$ cat config.mk
export PLATFORM = sky130hd
export DESIGN_NAME = ue14500_wide
export DESIGN_NICKNAME = d
export VERILOG_FILES = /design/src/rtl/ue14500_wide.sv
export SDC_FILE = /design/constraint.sdc
export NUM_CORES = 1
export LEC_CHECK = 0
export BUFFER_PORTS_ARGS = -buffer_cell sky130_fd_sc_hd__buf_2
export CAP_MARGIN = 20
export CORE_MARGIN = 2
export CORE_UTILIZATION = 57
export DETAILED_ROUTE_END_ITERATION = 7
export PLACE_DENSITY_LB_ADDON = 0.12
export SLEW_MARGIN = 20
export SYNTH_ARGS = -nofsm -noshare
export SYNTH_HDL_FRONTEND = slang
export SYNTH_SLANG_ARGS = --single-unit
$ cat constraint.sdc
create_clock -name CLK -period 5.1 [get_ports CLK]
set_input_delay 0.255 -clock CLK [delete_from_list [all_inputs] [get_ports CLK]]
set_output_delay 0.255 -clock CLK [all_outputs]
set_load 0.01 [all_outputs]
$ cat src/rtl/ue14500_wide.sv
//==============================================================================
// ue14500_wide : WIDTH-bit single-edge UE14500 control unit, registered strobes.
// Optional feature macro: UE_IO_GATE_EN (IEN/OEN gating of operand and stores).
// Revision: 1.0
//==============================================================================
`default_nettype none

module ue14500_wide #(
  parameter int WIDTH = 4
) (
  input  logic             CLK,
  input  logic             RST,
  input  logic [3:0]       IR,
  input  logic [WIDTH-1:0] DATAIN,
  output logic             FL0,
  output logic             JMP,
  output logic             RTN,
  output logic             FLF,
  output logic [WIDTH-1:0] DATAOUT,
  output logic             WRT,
  output logic [WIDTH-1:0] RR,
  output logic             C
);

  localparam logic [3:0] c_op_nop0 = 4'h0;
  localparam logic [3:0] c_op_ld   = 4'h1;
  localparam logic [3:0] c_op_add  = 4'h2;
  localparam logic [3:0] c_op_sub  = 4'h3;
  localparam logic [3:0] c_op_one  = 4'h4;
  localparam logic [3:0] c_op_nand = 4'h5;
  localparam logic [3:0] c_op_or   = 4'h6;
  localparam logic [3:0] c_op_xor  = 4'h7;
  localparam logic [3:0] c_op_sto  = 4'h8;
  localparam logic [3:0] c_op_stoc = 4'h9;
  localparam logic [3:0] c_op_ien  = 4'hA;
  localparam logic [3:0] c_op_oen  = 4'hB;
  localparam logic [3:0] c_op_jmp  = 4'hC;
  localparam logic [3:0] c_op_rtn  = 4'hD;
  localparam logic [3:0] c_op_skz  = 4'hE;
  localparam logic [3:0] c_op_nopf = 4'hF;

  logic             r_skip;
  logic             w_ien;
  logic             w_oen;
  logic [WIDTH-1:0] w_d;
  logic [WIDTH:0]   w_add;
  logic [WIDTH:0]   w_sub;

  logic [WIDTH-1:0] w_rr_nx;
  logic             w_c_nx;
  logic             w_ien_nx;
  logic             w_oen_nx;
  logic             w_skip_nx;
  logic             w_fl0_nx;
  logic             w_jmp_nx;
  logic             w_rtn_nx;
  logic             w_flf_nx;
  logic             w_wrt_nx;
  logic [WIDTH-1:0] w_dout_nx;

`ifdef UE_IO_GATE_EN
  logic r_ien;
  logic r_oen;
  assign w_ien = r_ien;
  assign w_oen = r_oen;
`else
  assign w_ien = 1'b1;
  assign w_oen = 1'b1;
`endif

  assign w_d   = DATAIN & {WIDTH{w_ien}};
  assign w_add = {1'b0, RR} + {1'b0, w_d}  + {{WIDTH{1'b0}}, C};
  assign w_sub = {1'b0, RR} + {1'b0, ~w_d} + {{WIDTH{1'b0}}, C};

  always_comb begin
    w_rr_nx   = RR;
    w_c_nx    = C;
    w_ien_nx  = w_ien;
    w_oen_nx  = w_oen;
    w_skip_nx = 1'b0;
    w_fl0_nx  = 1'b0;
    w_jmp_nx  = 1'b0;
    w_rtn_nx  = 1'b0;
    w_flf_nx  = 1'b0;
    w_wrt_nx  = 1'b0;
    w_dout_nx = '0;
    // A pending skip turns this instruction into a silent NOP and cannot re-arm.
    if (!r_skip) begin
      case (IR)
        c_op_nop0: w_fl0_nx = 1'b1;
        c_op_ld:   w_rr_nx  = w_d;
        c_op_add:  {w_c_nx, w_rr_nx} = w_add;
        c_op_sub:  {w_c_nx, w_rr_nx} = w_sub;
        c_op_one: begin
          w_rr_nx = '1;
          w_c_nx  = 1'b0;
        end
        c_op_nand: w_rr_nx = ~(RR & w_d);
        c_op_or:   w_rr_nx = RR | w_d;
        c_op_xor:  w_rr_nx = RR ^ w_d;
        c_op_sto: begin
          w_wrt_nx  = w_oen;
          w_dout_nx = w_oen ? RR : '0;
        end
        c_op_stoc: begin
          w_wrt_nx  = w_oen;
          w_dout_nx = w_oen ? ~RR : '0;
        end
        c_op_ien:  w_ien_nx = DATAIN[0];
        c_op_oen:  w_oen_nx = DATAIN[0];
        c_op_jmp:  w_jmp_nx = 1'b1;
        c_op_rtn: begin
          w_rtn_nx  = 1'b1;
          w_skip_nx = 1'b1;
        end
        c_op_skz:  w_skip_nx = (RR == '0);
        c_op_nopf: w_flf_nx  = 1'b1;
        default: ;
      endcase
    end
  end

  always_ff @(posedge CLK) begin
    if (RST) begin
      RR      <= '0;
      C       <= 1'b0;
      r_skip  <= 1'b0;
      FL0     <= 1'b0;
      JMP     <= 1'b0;
      RTN     <= 1'b0;
      FLF     <= 1'b0;
      WRT     <= 1'b0;
      DATAOUT <= '0;
    end else begin
      RR      <= w_rr_nx;
      C       <= w_c_nx;
      r_skip  <= w_skip_nx;
      FL0     <= w_fl0_nx;
      JMP     <= w_jmp_nx;
      RTN     <= w_rtn_nx;
      FLF     <= w_flf_nx;
      WRT     <= w_wrt_nx;
      DATAOUT <= w_dout_nx;
    end
  end

`ifdef UE_IO_GATE_EN
  always_ff @(posedge CLK) begin
    if (RST) begin
      r_ien <= 1'b0;
      r_oen <= 1'b0;
    end else begin
      r_ien <= w_ien_nx;
      r_oen <= w_oen_nx;
    end
  end
`else
  logic w_unused;
  assign w_unused = w_ien_nx ^ w_oen_nx;
`endif

endmodule

`default_nettype wire

== Word level (Yosys, flattened, before mapping) ==
Cells that the tools add are included.
Cells by class
  reduce and logical (&&, ||, !) cells: 8
  equality and inequality tests: 13
  bitwise logic cells: 7
  muxes and demuxes: 9
  $add $sub $neg: 4
Operator list (number)
  $pmux W4 S7: 1
  $eq A4 B4 Y1 const B: 6
  $eq A4 B3 Y1 const B: 4
  $not A4 Y4: 3
  $add A4 B4 Y5: 2
  $add A5 B1 Y5: 2
  $eq A4 B2 Y1 const B: 2
  $logic_not A4 Y1: 2
  $pmux W4 S2: 1
  $reduce_bool A7 Y1: 1
  $mux W1: 5
  $and A4 B4 Y4: 1
  $eq A4 B1 Y1 const B: 1
  $or A4 B4 Y4: 1
  $reduce_and A2 Y1: 2
  $reduce_or A2 Y1: 2
  $xor A4 B4 Y4: 1
  $pmux W1 S3: 1
  $reduce_bool A3 Y1: 1
  $pmux W1 S2: 1
  $not A1 Y1: 1
Storage, ports and cells
  bits of input ports: 10
  logic and storage cells: 50
  output and inout port bits: 14
  register bits: 15

== Logic depth before layout (Yosys ltp) ==
  word-level depth: 4
  depth in mapped cells: 9
  mapped depth without buffers: 9

== Worst setup path before layout ==
No wires, ideal clock.
  path type: flip-flop to flip-flop
  from: register RR[0]
  to: register RR[1]
  period minus slack after synthesis: 2496 ps
  path buffers: 0
  stages on the path, launching flop included: 9
  data required time: 4976 ps
  path slack: 2604 ps
  arrival time: 2372 ps
  library setup time: 124 ps
  cells stage by stage: dfxtp_1 inv_1 fa_1 fa_1 inv_1 mux4_2 or3_1 a22oi_1 nor2_1
On the way
  cells in the longest elaborated chain, start to end: 3
  elaborated cells between the ends (all ways): 5
  those cells by class: 4 x add/sub; 1 x mux
RTL lines
  start, declared: line 21  | output logic [WIDTH-1:0] RR,
  start signal, assigned: line 135  | RR <= w_rr_nx;
  $add A4 B4 Y5, on equally long branches: line 73, 72
  $add A5 B1 Y5, on equally long branches: line 73, 72
  $pmux W4 S7 (*): line 89  | case (IR)
Every way passes the cells marked *; elsewhere a longest branch is shown, timed or not.
A chain may end at the register's enable or synchronous reset.

== Final worst setup path ==
  from: register RR[0]
  to: register RR[2]
Same word-level chain as after synthesis.

==> impl_metrics.yaml <==
outcome:
  status: "complete, no violations"
placed_design:
  pre_cts_ws_ns: 2.54
  place_hpwl_um: 2040
  portBuffers: 23
  placedCellCount: 179
  placed_cell_area_um2: 1240
  place.gp.congestion: 0.901
timing:
  fin_ws_ns: 2.48
  finalCriticalPeriod_ns: 2.62
  post-route-period-util: 0.513
  max_freq_mhz: 382
  worst_hold_slack_ns: 0.260
  worst_pin_slew_ns: 0.867
  setup_viol: 0
  fin_skew_ns: 0.00204
  rsz0062_at_grt: "false"
  hold_violations: 0
  slew_violations: 0
  relSlewSlack: 0.417
  tns_ns: 0
pwr:
  powerDensity_nw_per_um2: 224
  vdd_drop_max_uv: 199
  p_leak_nw: 0.594
global_routing:
  grt_antenna_before_repair: 0
  gr-total-overflow: 0
  grtUsageTotal: 0.256
  grt_pass1_wl_um: 4740
  grt_pass1_vias: 993
  grt_max_degree: 29
cells_and_area:
  num-fill-cells: 156
  synthToLayoutAreaGrowth_pct: 12.7
  multi_input_area_um2: 727
  num_antenna_cells: 0
  final_area_um2: 1260
  drive_above_1_share: 0.186
  finalNonFillerCells: 183
  final-seq-area_um2: 300
  nNetsFinal: 183
routing:
  first_pass_iters: 4
  ant_nets: 0
  finalWirelength_um: 2780
  drt_drc_violations_left: 0
  viasPerCell: 5.83
  wl_per_cell_um: 15.2
  drt_first_iter_violations: 34
  vias: 1067
floorplan:
  die_h_um: 48.4
  fp-row-count: 16
  fp.coreArea_um2: 1900
  ios: 24
  initial_core_util: 0.589
  dieArea_um2: 2340
  die_width_um: 48.4
clocking:
  ctsHoldBuffers: 0
  cts_root_buf: "clkbuf_4"
  cts.repair.resized: 0
  clock_path_buffers: 2
  htree_levels: 1
  clk_latency_ns: 0.29
  cts_inserted_buffers: 3
  cts_setup_buffers: 0
  cts.clk_slew.worst_paths_ns: 0.10
  cts_sinks: 15
  cts_tree: "yes"
worst_setup_path:
  cp.arrival_ns: 2.76
  cpPeakStageDelay_ns: 0.48
  path_common_cell: "fa_1"
  reg2regPathDepth: 8
  critPathTopFamily: "adder cells"
  endpoint_kind: "register"
  r2r-start: "RR[0]"
  cp_max_fo: 6
  worstSetupPathType: "register to register"
  rrSetupSlack_ns: 2.48
  cp_cell_sequence: "inv_1, fa_1, fa_1, mux2i_1, xnor2_1, nor4_1, a211oi_1, a2111oi_0"
  cpMaxStageDelayCell: "a2111oi_0"
  crit_cells: 8
  crit_buf_inv: 1
  cp-endpoint: "RR[2]"
  required_ns: 5.25
  r2r-end: "RR[2]"
  cp-startpoint: "RR[0]"
  crit_path_start_kind: "register"
synth:
  netlist_area_um2: 1120
  yosysUniqueCellTypes: 35
  synth.avg_cell_area_um2: 8.24
  syn_inst: 136
  synth_warnings: 0
  synth_nets: 162
  ys_ff_latch: 15
  seq_area_frac_synth: 0.268
job:
  cap_violations: 0
hold_path:
  hp-class: "input port to register"
==> layout by cell type, fill, tap and decap left out, types with 2 or more instances in the layout <==
| cell type | instances |
|---|---|
| clkbuf_4 | 3 |
| nand3_1 | 4 |
| inv_1 | 15 |
| nor4_1 | 4 |
| nand4_1 | 2 |
| nor3_1 | 5 |
| buf_2 | 23 |
| o31ai_1 | 2 |
| nor2_1 | 14 |
| ha_1 | 12 |
| a21oi_1 | 9 |
| o21ai_0 | 8 |
| fa_1 | 4 |
| or3_1 | 2 |
| nand2_1 | 5 |
| o21bai_1 | 2 |
| o211ai_1 | 2 |
| xnor2_1 | 5 |
| and3_1 | 3 |
| a211o_1 | 2 |
| dfxtp_1 | 15 |
==> synthesized netlist by cell type <==
library cell	count	area share
o21a_1	1	0.0067
clkbuf_1	6	0.020
nand2_1	5	0.017
nand4b_1	1	0.0078
nor2_1	14	0.047
inv_1	15	0.050
a211oi_1	1	0.0067
o21ai_0	8	0.036
o31ai_1	2	0.013
nand3b_1	1	0.0067
a311o_1	1	0.0089
ha_1	12	0.13
or3_1	2	0.011
o22ai_1	1	0.0056
o211ai_1	2	0.013
nor2b_1	1	0.0056
mux2i_1	1	0.0089
nand4_1	2	0.011
a211o_1	2	0.016
o21bai_1	2	0.013
inv_2	1	0.0033
a22oi_1	1	0.0067
xor2_1	1	0.0078
nor4_1	4	0.022
a2111oi_0	1	0.0078
a21oi_1	9	0.040
mux4_2	1	0.020
nor3_1	5	0.022
and3_1	3	0.017
xnor2_1	5	0.039
dfxtp_1	15	0.27
buf_6	1	0.010
nand3_1	4	0.018
fa_1	4	0.071
a32oi_1	1	0.0078
==> report_power, final <==
group	internal (mW)	switching [mW]	total, mW
sequential	0.122	0.00690	0.129
clock	0.0292	0.0436	0.0728
combinational	0.0334	0.0478	0.0812
total	0.184	0.0983	0.283
==> per-stage QoR <==
step	util	power [mW]
3_5_place_dp	0.650	0.211
5_1_grt	0.664	0.296
6_report	0.664	0.283
3_3_place_gp	0.650	0.208
4_1_cts	0.664	0.281
2_1_floorplan	-	0.187
==> logic make-up after synthesis <==
family / share of synthesized area
AO/OA/AOI/OAI: 0.182
XOR/XNOR: 0.0469
adder cells (fa/ha/maj): 0.205
buffers and inverters: 0.0837
flip-flops: 0.268
multiplexers: 0.0290
AND/OR/NAND/NOR: 0.185
==> per-layer routing <==
layer	GRT usage	routed length, um
met5	0	0
met2	0.417	1350
met4	0.0857	64
met3	0.0556	166
met1	0.338	1190
==> worst min-delay path by stage <==
stage          startpoint  endpoint  slack, ns  depth (start not counted)
2_1_floorplan       IR[1]       FLF       0.43                          2
3_3_place_gp            C         C       0.48                          2
3_5_place_dp            C         C       0.49                          2
4_1_cts               RST         C       0.25                          2
5_1_grt               RST     RR[0]       0.25                          2
6_report              RST         C       0.26                          2
==> sequential cells by signal (all words and copies together), names as in the netlist <==
register,flops
C,1
DATAOUT,4
FL0,1
FLF,1
JMP,1
RR,4
RTN,1
WRT,1
r_skip,1
==> cell type report <==
cell class	count	area share
clock inverters	1	0.00396
multi-input cells	98	0.575
well taps	27	0.0267
inverters	16	0.0475
repair buffers	23	0.0911
clock buffers	3	0.0178
flip-flops and latches	15	0.238
Note: power is estimated with default switching activity, not from simulation.
